[src/rtl/bf_pair_feeder.sv]
// Radix-2 butterfly operand feeder: buffers the first SPAN samples of a frame, then pairs
// each second-half sample with its buffered partner and emits the pair with its twiddle index.
module bf_pair_feeder #(
   parameter int DATA_WIDTH = 16,
   parameter int SPAN       = 8,
   parameter int ADDR_WIDTH = $clog2(SPAN)
) (
   input  logic                         clk,
   input  logic                         rst_n,
   input  logic                         in_valid,
   input  logic                         in_sof,
   input  logic signed [DATA_WIDTH-1:0] in_r,
   input  logic signed [DATA_WIDTH-1:0] in_i,
   output logic                         out_valid,
   output logic signed [DATA_WIDTH-1:0] xp_r,
   output logic signed [DATA_WIDTH-1:0] xp_i,
   output logic signed [DATA_WIDTH-1:0] xq_r,
   output logic signed [DATA_WIDTH-1:0] xq_i,
   output logic [ADDR_WIDTH-1:0]        twid_addr,
   output logic                         out_sof,
   output logic                         out_eof
);

   typedef enum logic {StFill, StPair} state_e;

   localparam logic [ADDR_WIDTH-1:0] LastIdx = ADDR_WIDTH'(SPAN - 1);

   state_e                  state_q, state_d, eff_state;
   logic [ADDR_WIDTH-1:0]   cnt_q, cnt_d, eff_cnt;
   logic                    out_valid_q, out_valid_d;
   logic                    out_sof_q, out_sof_d;
   logic                    out_eof_q, out_eof_d;
   logic [DATA_WIDTH-1:0]   xp_r_q, xp_r_d, xp_i_q, xp_i_d;
   logic [DATA_WIDTH-1:0]   xq_r_q, xq_r_d, xq_i_q, xq_i_d;
   logic [ADDR_WIDTH-1:0]   twid_q, twid_d;
   logic                    sof_hit, last, wr_en;
   logic [2*DATA_WIDTH-1:0] rd_data;

   // Sample buffer: written only in FILL, read only in PAIR, so no reset is needed.
   logic [2*DATA_WIDTH-1:0] mem_q [SPAN];

   always_comb begin
      // A valid in_sof behaves as if the FSM were already at the start of FILL.
      sof_hit   = in_valid & in_sof;
      eff_state = sof_hit ? StFill : state_q;
      eff_cnt   = sof_hit ? '0 : cnt_q;
      last      = (eff_cnt == LastIdx);
      rd_data   = mem_q[eff_cnt];

      state_d     = state_q;
      cnt_d       = cnt_q;
      wr_en       = 1'b0;
      out_valid_d = 1'b0;
      out_sof_d   = 1'b0;
      out_eof_d   = 1'b0;
      xp_r_d      = xp_r_q;
      xp_i_d      = xp_i_q;
      xq_r_d      = xq_r_q;
      xq_i_d      = xq_i_q;
      twid_d      = twid_q;

      if (in_valid) begin
         cnt_d = last ? '0 : eff_cnt + ADDR_WIDTH'(1);
         if (eff_state == StFill) begin
            wr_en   = 1'b1;
            state_d = last ? StPair : StFill;
         end else begin
            state_d     = last ? StFill : StPair;
            out_valid_d = 1'b1;
            out_sof_d   = (eff_cnt == '0);
            out_eof_d   = last;
            xp_r_d      = rd_data[2*DATA_WIDTH-1:DATA_WIDTH];
            xp_i_d      = rd_data[DATA_WIDTH-1:0];
            xq_r_d      = in_r;
            xq_i_d      = in_i;
            twid_d      = eff_cnt;
         end
      end
   end

   always_ff @(posedge clk or negedge rst_n) begin
      if (!rst_n) begin
         state_q     <= StFill;
         cnt_q       <= '0;
         out_valid_q <= 1'b0;
         out_sof_q   <= 1'b0;
         out_eof_q   <= 1'b0;
         xp_r_q      <= '0;
         xp_i_q      <= '0;
         xq_r_q      <= '0;
         xq_i_q      <= '0;
         twid_q      <= '0;
      end else begin
         state_q     <= state_d;
         cnt_q       <= cnt_d;
         out_valid_q <= out_valid_d;
         out_sof_q   <= out_sof_d;
         out_eof_q   <= out_eof_d;
         xp_r_q      <= xp_r_d;
         xp_i_q      <= xp_i_d;
         xq_r_q      <= xq_r_d;
         xq_i_q      <= xq_i_d;
         twid_q      <= twid_d;
      end
   end

   always_ff @(posedge clk) begin
      if (wr_en) begin
         mem_q[eff_cnt] <= {in_r, in_i};
      end
   end

   assign out_valid = out_valid_q;
   assign out_sof   = out_sof_q;
   assign out_eof   = out_eof_q;
   assign xp_r      = xp_r_q;
   assign xp_i      = xp_i_q;
   assign xq_r      = xq_r_q;
   assign xq_i      = xq_i_q;
   assign twid_addr = twid_q;

endmodule
[config.mk]
export PLATFORM = sky130hd
export DESIGN_NAME = bf_pair_feeder
export DESIGN_NICKNAME = d
export VERILOG_FILES = /design/src/rtl/bf_pair_feeder.sv
export SDC_FILE = /design/constraint.sdc
export NUM_CORES = 1
export LEC_CHECK = 0
export BUFFER_PORTS_ARGS = -buffer_cell sky130_fd_sc_hd__buf_2
export CAP_MARGIN = 20
export CORE_ASPECT_RATIO = 1.5
export CORE_MARGIN = 10
export CORE_UTILIZATION = 25
export CTS_CLUSTER_DIAMETER = 200
export DETAILED_ROUTE_END_ITERATION = 7
export GPL_TIMING_DRIVEN = 1
export PLACE_DENSITY = 0.5
export SLEW_MARGIN = 20
export SYNTH_ARGS = -nofsm -noshare
export SYNTH_HDL_FRONTEND = slang
export SYNTH_SLANG_ARGS = --single-unit
[constraint.sdc]
create_clock -name clk -period 5.4 [get_ports clk]
set_clock_uncertainty 0.2 [all_clocks]
set_input_delay 0.81 -clock clk [delete_from_list [all_inputs] [get_ports clk]]
set_output_delay 0.81 -clock clk [all_outputs]
set_load 0.05 [all_outputs]
==> reports/summary.md <==
Summing all placed instances gives a cell area of 0.01384 sq mm. For the total of endpoints with negative setup slack in the final report, the log shows 0. The area of the core came out at 0.04980 sq mm.

The overall routing resource usage came out at 0.1088. Of all nets on the critical path, the largest fanout is 39. Entering global routing, the biggest net connects 89 pins. The clock reaches the later pin of the worst-skew pair after 520 ps. Setup repair after global routing left no endpoint under its margin.

In this run the clock root is driven by a clkbuf_16. Counting cells, the worst reg-to-reg path comes to 2. The combined area of all synthesized cells came out at 0.01260 sq mm.

Dividing the detail-routed via count by the number of cells gives 4.513. For the number of clock sinks, the log shows 330. The number of top-level pins was 106. For this block, the initial DRC count from the detailed router was 476. The final standard cell utilization of the core is 0.3025, and the area taken by multi-input logic gates is 0.002796 sq mm. The area added between synthesis and finish works out to 19.52%. After filler insertion, the fill cell instance count of the layout stands at 5049. The count of hold-fix buffers inserted at cts came out at 0.

The maximum number of buffers from clock root to sink is 3. The pre-antenna-repair detailed-routing pass consisted of 5 iterations. X dimension of the die: 203.3 um.

The xor and xnor fraction of the mapped netlist area is 0, and the total of max-cap violations is 0. Static timing analysis puts the maximum clock frequency at 296.2 MHz. Row generation in the floorplan step produced 100 rows. Counting every instance in the synthesized netlist gives 765.

Area enclosed by the die boundary: 0.05998 sq mm. Terminus of the critical flop-to-flop path: mem_q[4][20]$_DFFE_PP_. The flow ran to the end, and the final reports show no timing, DRC or antenna violations.

The synthesis-stage register bit count is 330. The worst register-to-register path begins at cnt_q[0]$_DFFE_PN0P_. The tools report the endpoint class of the critical path as a register.

The final cycle utilization of the critical path came out at 0.6252. The worst setup path is of the reg -> reg kind. The count of buffers from port buffering is 105.

For the sequential fraction of the synthesis area, the log shows 0.7569. The average size of a mapped cell was 16.47 sq um; the final weighted congestion in routability-driven placement was 0.7117. The via count of the routed design is 7041, and the warning count from the yosys run is 0. The share of cell area taken by muxes after synthesis works out to 0.07505.

Die height: 295.0 um. At the worst endpoint, the required time is 5330 ps. For this run, the post-layout net count is 910. Area fraction in compound gates after synthesis: 0.07466. The initial antenna violation count came out at 1. The logs give 33.05 mm for the wire length after detailed routing and 803 for the synthesized net count.

The run gives 0 as the hold violation count in the final report. The worst slew margin relative to its limit is 0.2591. STA classifies the critical path startpoint as a register.

For the pin with the worst max-slew slack, the measured transition is 1109 ps. After global routing the overflow that remains totals 0. The logs give 2024 ps for the least setup slack across all paths after layout and 34 for the number of CTS-inserted buffers.

0 antenna diodes ended up in the layout. The total negative slack is 0 ps. The run gives 5.449 nW as the static leakage.

The worst hold path belongs to the class in -> async. Counting distinct cell types in the post-synthesis netlist gives 38. The run gives 7426 as the via count of the first global-routing pass. The number of setup buffers added after CTS was 0.

The main combinational cell family by area after synthesis is multiplexers. At the placement stage, the worst setup path has a slack of 1989 ps. The number of standard cells in the final layout excluding fillers is 1560. VDD sags by at most 0.2237 mV.

The global-route wire length before repair is 49.40 mm, and the post-route antenna net violation count is 0. The share of synthesized cell area in full adder, half adder and majority cells was 0.001986. The tools report the post-route standard cell area excluding fillers as 0.01506 sq mm. The fraction of layout instances using a drive strength above 1 was 0.2988. TritonCTS built the clock tree. The sequential cells in the finished layout cover a total of 0.009544 sq mm. The clock-pin slew on the worst setup and hold paths was 60 ps; the initial core utilization was 0.2531.

The power per unit of standard cell area came out at 520.4 mW/mm^2. The routed design could run at a clock period as short as 3376 ps. Once placement completed, the tool counted placed cells totaling 1499. The worst register-to-register path has a setup slack of 2020 ps.

The final-report max-slew violation count was 0; the number of gates given a new drive strength after cts was 0. The detail-routed net length per standard cell is 21.19 um. The post-synthesis simple-gate area fraction was 0.06512. In the routed design, unresolved DRC markers number 0. Once detailed placement completed, the half-perimeter wirelength came to 19.95 mm. The H-tree level count is 2.

At the worst endpoint, the arrival time is 3300 ps.
-- layer usage --
metal,share of wire,track usage,vias up
met5,0.00039,0,-
met4,0.021,0.03667,2
met3,0.046,0.01928,39
met2,0.53,0.1967,186
met1,0.40,0.1267,3628
li1,-,-,3186
-- synthesized netlist by cell type --
cell type / count / area [sq um]
nor3_4: 2 / 32.53
edfxtp_1: 256 / 7687
nor2_1: 44 / 165.2
dfrtp_1: 74 / 1852
o22ai_1: 1 / 6.260
o21a_1: 1 / 7.510
buf_2: 29 / 145.1
nor3_1: 3 / 15.01
nand3b_1: 1 / 7.510
and3b_1: 1 / 8.760
buf_6: 8 / 90.09
or3_1: 1 / 6.260
nand2_2: 1 / 6.260
a31oi_1: 32 / 200.2
nand2_1: 109 / 409.1
inv_1: 1 / 3.750
o21ai_0: 13 / 65.06
mux2_4: 21 / 315.3
nand2b_1: 3 / 18.77
inv_2: 1 / 3.750
and3_1: 1 / 6.260
and4b_1: 1 / 10.01
buf_12: 2 / 40.04
a21oi_1: 1 / 5.000
a22o_1: 1 / 8.760
a221oi_1: 10 / 87.58
a222oi_1: 22 / 220.2
nor2_2: 1 / 6.260
nor4b_1: 10 / 87.58
nor3b_1: 2 / 15.01
a32o_1: 10 / 100.1
and2b_1: 1 / 7.510
and2_1: 3 / 18.77
a22oi_1: 32 / 240.2
mux2_2: 56 / 630.6
clkbuf_1: 3 / 11.26
ha_1: 2 / 25.02
buf_4: 5 / 37.54
-- where the power goes --
group	switching, mW	internal, mW	total [mW]
sequential	0.177	3.09	3.27
clock	0.974	1.56	2.53
combinational	1.55	0.483	2.04
-- cell usage in the layout (no fill, tap or decap), types with 2 or more instances in the layout --
master / synthesis / final
a221oi_1: 10 / 10
clkbuf_8: 0 / 2
nor3_4: 2 / 2
buf_4: 5 / 12
nand2_2: 1 / 2
a222oi_1: 22 / 22
mux2_4: 21 / 21
edfxtp_1: 256 / 256
dfrtp_1: 74 / 72
clkbuf_1: 3 / 3
nor4b_1: 10 / 10
clkbuf_16: 0 / 37
and2_1: 3 / 3
a31oi_1: 32 / 32
nor2_2: 1 / 2
bufinv_16: 0 / 6
a22oi_1: 32 / 32
nand2_1: 109 / 108
buf_2: 29 / 104
nand2b_1: 3 / 3
clkinv_2: 0 / 5
buf_16: 0 / 2
nor2_4: 0 / 4
nor2_1: 44 / 39
clkinv_1: 0 / 4
clkinvlp_4: 0 / 2
ha_1: 2 / 2
nor3_2: 0 / 3
o21ai_0: 13 / 13
mux2_2: 56 / 56
a32o_1: 10 / 10
-- stage by stage --
step | hold slack (ps) | power (mW)
6_report | 98.16 | 7.839
5_1_grt | 134.9 | 8.188
4_1_cts | 120.3 | 7.972
3_5_place_dp | 258.0 | 5.419
3_3_place_gp | 255.9 | 5.391
2_1_floorplan | 314.4 | 4.759
-- worst max-delay path, stage by stage, from the launching register on --
cell and delay [ps]:
dfrtp_4 710, nor2_1 920, and4b_2 1110
-- state kept, by name, indices dropped and copies added, names as in the netlist --
| name | cells |
|---|---|
| xq_i | 16 |
| out_sof | 1 |
| cnt_q | 3 |
| mem_q | 256 |
| state_q | 1 |
| out_valid | 1 |
| xq_r | 16 |
| xp_r | 16 |
| xp_i | 16 |
| out_eof | 1 |
| twid_addr | 3 |
-- worst max-delay path by stage --
stage / start / to / slack (ps) / cells past startpoint
6_report: cnt_q[0]$_DFFE_PN0P_ / mem_q[4][20]$_DFFE_PP_ / 2020 / 2
3_3_place_gp: cnt_q[0]$_DFFE_PN0P_ / mem_q[4][20]$_DFFE_PP_ / 2030 / 2
3_5_place_dp: cnt_q[0]$_DFFE_PN0P_ / mem_q[4][22]$_DFFE_PP_ / 1990 / 2
5_1_grt: cnt_q[0]$_DFFE_PN0P_ / mem_q[4][20]$_DFFE_PP_ / 1910 / 2
4_1_cts: cnt_q[0]$_DFFE_PN0P_ / mem_q[4][20]$_DFFE_PP_ / 1980 / 2
2_1_floorplan: in_valid / mem_q[5][0]$_DFFE_PP_ / 1000 / 4
-- kinds of logic (layout without fill, tap and decap cells) --
logic type | count (synthesis) | count (layout)
AND/OR/NAND/NOR | 184 | 184
AO/OA/AOI/OAI | 123 | 123
adder cells (fa/ha/maj) | 2 | 2
flip-flops | 330 | 330
multiplexers | 77 | 77
buffers and inverters | 49 | 181
-- layout make-up --
| class | count | share of cell area |
|---|---|---|
| flip-flops and latches | 330 | 0.6336 |
| clock buffers | 42 | 0.06404 |
| inverters | 2 | 0.0006645 |
| multi-input cells | 386 | 0.1856 |
| well taps | 663 | 0.05507 |
| repair buffers | 118 | 0.04419 |
| clock inverters | 19 | 0.01678 |
Power figures use the tool's default switching activity.
